File: config.mk
export PLATFORM = sky130hd
export DESIGN_NAME = adder_tree_acc_ctrl
export DESIGN_NICKNAME = d
export VERILOG_FILES = /design/src/rtl/adder_tree_acc_ctrl.sv
export SDC_FILE = /design/constraint.sdc
export NUM_CORES = 1
export LEC_CHECK = 0
export BUFFER_PORTS_ARGS = -buffer_cell sky130_fd_sc_hd__buf_2
export CAP_MARGIN = 20
export CELL_PAD_IN_SITES_DETAIL_PLACEMENT = 1
export CELL_PAD_IN_SITES_GLOBAL_PLACEMENT = 1
export CORE_MARGIN = 4
export CORE_UTILIZATION = 44
export CTS_BUF_LIST = sky130_fd_sc_hd__clkbuf_4 sky130_fd_sc_hd__clkbuf_8
export CTS_CLUSTER_SIZE = 30
export DETAILED_ROUTE_END_ITERATION = 8
export PLACE_DENSITY_LB_ADDON = 0.25
export SLEW_MARGIN = 20
export SYNTH_ARGS = -nofsm -noshare
export SYNTH_HDL_FRONTEND = slang
export SYNTH_SLANG_ARGS = --single-unit
File: constraint.sdc
create_clock -name clk -period 4 [get_ports clk]
set_input_delay 0.6 -clock clk [delete_from_list [all_inputs] [get_ports clk]]
set_output_delay 0.6 -clock clk [all_outputs]
set_load 0.01 [all_outputs]
File: src/rtl/adder_tree_acc_ctrl.sv
// adder_tree_acc_ctrl
// Reduces a long signed vector, delivered as NUM-element beats, through one
// shared combinational adder tree and accumulates the per-beat sums into a
// single scalar result that is offered on a valid/ready output.
//
// Optional feature macro: ADDER_TREE_ACC_SAT_EN
//   defined   -> an overflowing accumulate clamps to the most positive or most
//                negative ACC_WIDTH value, and later beats continue from there.
//   undefined -> two's-complement wrap.
// In both builds ovf is a sticky flag that is cleared by the next accepted start.

module adder_tree_acc_ctrl #(
    parameter int  IN_WIDTH  = 8,
    parameter int  NUM       = 4,
    parameter int  ACC_WIDTH = 32,
    parameter int  MAX_BEATS = 16,
    localparam int CNT_W     = $clog2(MAX_BEATS + 1)
) (
    input  logic                        clk,
    input  logic                        rst_n,
    input  logic                        start,
    input  logic [CNT_W-1:0]            cfg_beats,
    output logic                        busy,
    input  logic                        in_valid,
    output logic                        in_ready,
    input  logic [NUM*IN_WIDTH-1:0]     in_data,
    output logic                        out_valid,
    input  logic                        out_ready,
    output logic signed [ACC_WIDTH-1:0] out_sum,
    output logic                        ovf
);

    // The tree sum of NUM elements needs log2(NUM) growth bits.
    localparam int TREE_W = IN_WIDTH + $clog2(NUM);
    // The tree is laid out as a heap over a power-of-two leaf count; unused
    // leaves are tied to zero so any NUM >= 2 is supported.
    localparam int LEVELS = $clog2(NUM);
    localparam int PAD    = 1 << LEVELS;
    localparam int NODES  = 2 * PAD - 1;

    typedef enum logic [1:0] {
        IDLE = 2'd0,
        ACC  = 2'd1,
        OUT  = 2'd2
    } state_t;

    state_t state_q, state_d;

    logic [CNT_W-1:0]     beat_target_q, beat_target_d;
    logic [CNT_W-1:0]     beat_cnt_q, beat_cnt_d;
    logic [ACC_WIDTH-1:0] acc_q, acc_d;
    logic                 ovf_q, ovf_d;

    logic [CNT_W-1:0]         cfg_clamped;
    logic                     start_fire;
    logic                     beat_fire;
    logic                     last_beat;

    logic signed [TREE_W-1:0] tree_node [NODES];
    logic signed [TREE_W-1:0] tree_sum;

    logic [ACC_WIDTH:0]       acc_ext;
    logic [ACC_WIDTH:0]       tree_ext;
    logic [ACC_WIDTH:0]       wide_sum;
    logic                     acc_ovf;
    logic [ACC_WIDTH-1:0]     acc_step;

    // Shared adder tree: sign-extend each element to the tree width, then sum
    // pairwise from the leaves up; node 0 is the full beat sum.
    always_comb begin
        for (int i = 0; i < NODES; i++) begin
            tree_node[i] = '0;
        end
        for (int i = 0; i < NUM; i++) begin
            tree_node[PAD - 1 + i] = TREE_W'($signed(in_data[i*IN_WIDTH +: IN_WIDTH]));
        end
        for (int i = PAD - 2; i >= 0; i--) begin
            tree_node[i] = tree_node[2*i + 1] + tree_node[2*i + 2];
        end
        tree_sum = tree_node[0];
    end

    // One-bit-wider accumulate so the true signed result is visible; the two
    // top bits disagreeing means the result left the ACC_WIDTH range.
    always_comb begin
        acc_ext  = {acc_q[ACC_WIDTH-1], acc_q};
        tree_ext = (ACC_WIDTH + 1)'(tree_sum);
        wide_sum = acc_ext + tree_ext;
        acc_ovf  = wide_sum[ACC_WIDTH] ^ wide_sum[ACC_WIDTH-1];
`ifdef ADDER_TREE_ACC_SAT_EN
        if (acc_ovf) begin
            if (wide_sum[ACC_WIDTH]) begin
                acc_step = {1'b1, {(ACC_WIDTH-1){1'b0}}};
            end else begin
                acc_step = {1'b0, {(ACC_WIDTH-1){1'b1}}};
            end
        end else begin
            acc_step = wide_sum[ACC_WIDTH-1:0];
        end
`else
        acc_step = wide_sum[ACC_WIDTH-1:0];
`endif
    end

    // Normalise the requested beat count: zero means one beat, and anything
    // above MAX_BEATS is limited to MAX_BEATS.
    always_comb begin
        if (cfg_beats == '0) begin
            cfg_clamped = CNT_W'(1);
        end else if (cfg_beats > CNT_W'(MAX_BEATS)) begin
            cfg_clamped = CNT_W'(MAX_BEATS);
        end else begin
            cfg_clamped = cfg_beats;
        end
    end

    assign last_beat = ((beat_cnt_q + CNT_W'(1)) == beat_target_q);

    // Controller next-state and handshake decode; start is only looked at in
    // IDLE, so pulses while busy are dropped.
    always_comb begin
        state_d    = state_q;
        busy       = 1'b0;
        in_ready   = 1'b0;
        out_valid  = 1'b0;
        start_fire = 1'b0;
        beat_fire  = 1'b0;
        unique case (state_q)
            IDLE: begin
                if (start) begin
                    start_fire = 1'b1;
                    state_d    = ACC;
                end
            end
            ACC: begin
                busy     = 1'b1;
                in_ready = 1'b1;
                if (in_valid) begin
                    beat_fire = 1'b1;
                    if (last_beat) begin
                        state_d = OUT;
                    end
                end
            end
            OUT: begin
                busy      = 1'b1;
                out_valid = 1'b1;
                if (out_ready) begin
                    state_d = IDLE;
                end
            end
            default: begin
                state_d = IDLE;
            end
        endcase
    end

    // Job bookkeeping: a new job clears the accumulator, counter and overflow
    // flag; each accepted beat folds the tree sum in and bumps the counter.
    always_comb begin
        beat_target_d = beat_target_q;
        beat_cnt_d    = beat_cnt_q;
        acc_d         = acc_q;
        ovf_d         = ovf_q;
        if (start_fire) begin
            beat_target_d = cfg_clamped;
            beat_cnt_d    = '0;
            acc_d         = '0;
            ovf_d         = 1'b0;
        end else if (beat_fire) begin
            beat_cnt_d = beat_cnt_q + CNT_W'(1);
            acc_d      = acc_step;
            ovf_d      = ovf_q | acc_ovf;
        end
    end

    // State and datapath registers; reset abandons any job in flight.
    always_ff @(posedge clk or negedge rst_n) begin
        if (!rst_n) begin
            state_q       <= IDLE;
            beat_target_q <= CNT_W'(1);
            beat_cnt_q    <= '0;
            acc_q         <= '0;
            ovf_q         <= 1'b0;
        end else begin
            state_q       <= state_d;
            beat_target_q <= beat_target_d;
            beat_cnt_q    <= beat_cnt_d;
            acc_q         <= acc_d;
            ovf_q         <= ovf_d;
        end
    end

    assign out_sum = acc_q;
    assign ovf     = ovf_q;

endmodule

**After elaboration in Yosys (flattened, before gate mapping)**

Cells that the tools add are included.

- Register bits after elaboration: 45
- Bits of input ports: 42
- Word-level logic and storage cells: 45

- Add/subtract/negate cells: 5
- Order comparisons: 1
- Equality and inequality tests: 7
- Muxes and demuxes: 20
- Bitwise gates (word level): 2
- Reductions and logical operators: 5

Operators by type and width:

| cell | number |
|---|---|
| $mux 32 | 2 |
| $add 32x10->33 | 1 |
| $mux 5 | 4 |
| $add 8x8->9 | 2 |
| $add 9x9->10 | 1 |
| $mux 1 | 9 |
| $mux 2 | 4 |
| $ne 2x2->1 const B | 4 |
| $pmux 2 s3 | 1 |
| $add 5x1->5 const B | 1 |
| $eq 5x5->1 | 1 |
| $gt 5x5->1 const B | 1 |
| $logic_not 5->1 | 1 |
| $reduce_and 4->1 | 1 |
| $eq 2x1->1 const B | 1 |
| $eq 2x2->1 const B | 1 |
| $logic_not 2->1 | 1 |
| $reduce_bool 2->1 | 1 |
| $reduce_or 2->1 | 1 |
| $or 1x1->1 | 1 |
| $xor 1x1->1 | 1 |

**Depth between registers and ports, before layout**

- Word-level depth: 7
- Depth in mapped cells: 19
- Mapped depth without buffers: 18

**Worst setup path before layout**

OpenSTA, ideal clock, no wires.

- Kind: input-to-reg
- Start point: in in_data[7]
- End point: reg ovf_q, in the netlist ovf
- Setup time: 0.125 ns
- Arrival: 5.351 ns
- Required time: 3.875 ns
- Setup slack: -1.476 ns
- Stages on the path: 19
- Buffers on the path: 1
- Path through: inv_1 fa_1 inv_1 fa_1 inv_1 fa_1 inv_1 ha_1 clkbuf_1 nand3_1 o21ai_0 a211oi_2 o21ai_2 a31o_1 a31o_1 mux2_4 a2111oi_4 or3_1 nand3_1

- Word-level cells in the longest chain between the ends: 7

RTL lines:

| element | RTL line | text |
|---|---|---|
| from (decl) | 26 | `input logic [NUM*IN_WIDTH-1:0] in_data,` |
| $add 8x8->9 | 78 | `tree_node[i] = tree_node[2*i + 1] + tree_node[2*i + 2];` |
| $add 9x9->10 | 78 |  |
| $add 32x10->33 | 88 | `wide_sum = acc_ext + tree_ext;` |
| $xor 1x1->1 | 89 | `acc_ovf = wide_sum[ACC_WIDTH] ^ wide_sum[ACC_WIDTH-1];` |
| $or 1x1->1 | 173 | `ovf_d = ovf_q \| acc_ovf;` |
| $mux 1 | 170 | `end else if (beat_fire) begin` |
| $mux 1 | 165 | `if (start_fire) begin` |
| to (signal assigned) | 190 | `ovf_q <= ovf_d;` |
| to (decl) | 52 | `logic ovf_q, ovf_d;` |

Every way passes these cells. The select of a mux whose other input is x is not followed.
A chain may end at the register's enable or synchronous reset.

**Worst setup path after layout**

- Start point: in in_data[7]
- End point: reg acc_q[31], in the netlist out_sum[31]

- Word-level cells in the longest chain between the ends: 5

RTL lines:

| element | RTL line | text |
|---|---|---|
| $add 8x8->9 | 78 |  |
| $add 9x9->10 | 78 |  |
| $add 32x10->33 | 88 |  |
| $mux 32 | 170 |  |
| $mux 32 | 165 |  |
| to (signal assigned) | 183 | `acc_q <= '0;` |
| to (signal assigned) | 189 | `acc_q <= acc_d;` |
| to (decl) | 51 | `logic [ACC_WIDTH-1:0] acc_q, acc_d;` |

Every way passes these cells. The select of a mux whose other input is x is not followed.

==> flow_metrics.tcl <==
set metrics [dict create \
    crit_slowest_cell "fa_1" \
    holdCritPathClass "in2async" \
    synth_fp_nets 756 \
    wl_mm 25.7 \
    synth_top_area_share_pct 21.6 \
    pre_cts_ws_ps -1140 \
    place_inst 921 \
    fin_nets 955 \
    coreArea_um2 11100 \
    antenna_found_initial 0 \
    avgRoutedWirePerCell_um 26.6 \
    root_buffer "clkbuf_8" \
    finalWorstSetupSlack_ps -1100 \
    die_w_um 116 \
    placed_cell_area_um2 6440 \
    synthTopCellsByArea "dfrtp_1 22%, fa_1 19%, inv_1 11%" \
    setup_viol 25 \
    end_kind "flip-flop" \
    syn_to_final_growth_pct 47.5 \
    worst_slew_pin_slew_ps 1040 \
    route.detailed.drc 0 \
    synth_warnings 0 \
    fp.dieH_um 116 \
    min_period_ps 5100 \
    path_cells "buf_6, inv_2, fa_1, inv_2, fa_1, clkinvlp_4, clkbuf_16, fa_1, inv_1, ha_1, nand2_1, o21ai_2, a31oi_1, o21ai_1, a31o_1, a31o_1, mux2_4, a2111oi_4, nand2_1, a21oi_2" \
    fillers 1269 \
    violations "negative setup slack" \
    routed_via_density 5.99 \
    gp_congestion 0.891 \
    dp_hpwl_mm 12.1 \
    clk_pin_slew_worst_paths_ps 110 \
    cp_max_fo 8 \
    grt_overflow 0 \
    cts_tree "yes" \
    ys_seq_elements 45 \
    grt_setup_unrepaired "true" \
    cpLargestDelayFamily "adder cells" \
    max_freq_mhz 196 \
    vias 5798 \
    max_stage_delay_ps 570 \
    grt_pass1_vias 6124 \
    path_class "in2reg" \
    grt_max_degree 46 \
    arrival_ps 5370 \
    design_area_um2 7500 \
    num_antenna_cells 0 \
    clock_sinks 45 \
    hold_viol 0 \
    worst-path-buf-inv 6 \
    period_share_pct 128 \
    layout-drive-gt1-share_pct 40.6 \
    drtAntennaViolNets 0 \
    row_count 38 \
    track_usage_pct 32.3 \
    port_buffers 77 \
    synth_edf_count 0 \
    netlist_area_um2 5090 \
    insertion_delay_ps 350 \
    worst_setup_path_start_kind "input pin" \
    clockBufferDepth 2 \
    cts.htree.levels 2 \
    ys.flop_type "dfrtp_1" \
    maxCapViolations 0 \
    slew_headroom_pct 30.4 \
    ys_types 45 \
    outcome "finished, violations left" \
    io_pins 78 \
    synthArstFlopShare_pct 100 \
    slew_violations 0 \
    drt_pass1_iterations 4 \
    worst_path_most_repeated_cell "fa_1" \
    syn_area_per_cell_um2 8.10 \
    layout.cells.non_filler 968 \
    dieArea_um2 13300 \
    worstPathRequired_ps 4270 \
    hold_slack_ps 282 \
    yosys.area.top_type "dfrtp_1" \
    drt-initial-drc-count 472 \
    grt_pass1_wl_mm 33.1 \
    start_util_pct 45.9 \
    skew_ps 10.4 \
    synth-seq-area-share_pct 22.2 \
    synthCells 628 \
    cts_made_buffers 5 \
]
[flip-flops by register name, summed over array words and instances, names as in the netlist]
| name | count |
|---|---|
| beat_target_q | 5 |
| ovf | 1 |
| out_sum | 32 |
| state_q | 2 |
| beat_cnt_q | 5 |
[cells by family (layout without fill, tap and decap cells)]
| kind of cell | count (synthesis) | count (layout) | synth area share (%) |
|---|---|---|---|
| buffers and inverters | 169 | 369 | 12.5 |
| and+or+nand+nor | 160 | 160 | 14.5 |
| AOI/OAI and AO/OA | 130 | 130 | 15.9 |
| adders and majority gates | 86 | 86 | 28.2 |
| DFF | 45 | 45 | 22.2 |
| xor gates and xnor gates | 36 | 36 | 6.20 |
| muxes | 2 | 2 | 0.492 |
[repair_timing]
| action | 4_1_cts | 5_1_grt |
|---|---|---|
| gates cloned | 1 | 0 |
| resized for setup | 64 | 66 |
| hold buffers | 0 | 0 |
| buffers inserted | 26 | 16 |
| pin swaps | 62 | 63 |
| endpoints found under the setup margin | 22 | 25 |
[layout make-up]
type                    count  area (um2)  area share [%]
clock buffers               5        68.8           0.917
clock inverters             3        25.0           0.334
inverters                 149         571            7.61
multi-input cells         414        3990            53.2
flip-flops and latches     45        1130            15.0
well taps                 140         175            2.34
repair buffers            212        1540            20.6
[worst reg2reg max path: stages (launching register included)]
cell and delay (ps):
dfrtp_1 380, inv_1 70, fa_1 560, inv_2 60
ha_4 160, fa_2 380, a21o_1 210, a221oi_2 310
nand3b_1 210, o21ai_2 100, a31o_1 230, a31o_1 260
mux2_4 330, a2111oi_4 290, nand2_1 190, a21oi_2 190
[per-layer routing]
layer	GRT usage (%)	wire length [um]
met2	60.7	12900
met1	37.0	9200
met4	11.7	1910
met5	0	0
met3	5.07	1790
[through the flow]
step | setup TNS [ps] | utilization [%]
floorplan | -18130 | -
CTS | -8160 | 63.7
global route | -19110 | 67.7
detailed placement | -18290 | 58.1
finish | -16570 | 67.7
global placement | -15590 | 58.1
[placed cells by master (no fill, tap or decap), types with 8 or more instances in the layout]
cell type  count
nor2_1        12
a21oi_4        8
nand2_1       82
xnor2_1       11
buf_2         72
ha_1          21
buf_4        118
a21oi_2       21
fa_1          47
o21ai_0       10
nand3_1       11
inv_1        131
a21o_1        21
a21oi_1       26
buf_6         17
xnor2_2        8
inv_2         15
dfrtp_1       44
o21ai_2       11
ha_4          15
xor2_1        14
[final timing paths]
check	end	slack, ps	cells past startpoint	startpoint
setup reg to reg	out_sum[31]	10	15	out_sum[1]
hold / removal	out_sum[0]	280	1	rst_n
max in group asynchronous	out_sum[17]	3290	1	rst_n
setup / recovery	out_sum[31]	-1100	20	in_data[7]
min in group clk	beat_target_q[0]	470	2	cfg_beats[4]
hold reg to reg	beat_target_q[0]	510	2	beat_target_q[0]
[synth_stat cells, drive strengths merged (3+ instances only)]
| master | number |
|---|---|
| inv | 148 |
| nand2 | 85 |
| a21oi | 55 |
| fa | 48 |
| dfrtp | 44 |
| ha | 38 |
| o21ai | 29 |
| a21o | 21 |
| xnor2 | 20 |
| nor2 | 16 |
| xor2 | 16 |
| clkbuf | 15 |
| nand3 | 15 |
| and3 | 7 |
| nand4 | 7 |
| a31oi | 5 |
| buf | 5 |
| nand3b | 5 |
| nor2b | 5 |
| nor3 | 5 |
| a211oi | 4 |
| a31o | 4 |
| and2 | 4 |
| or3 | 4 |
| nor3b | 3 |
Power is not shown: default switching activity piles up to over one toggle a cycle in this logic, so the estimate is an artifact.
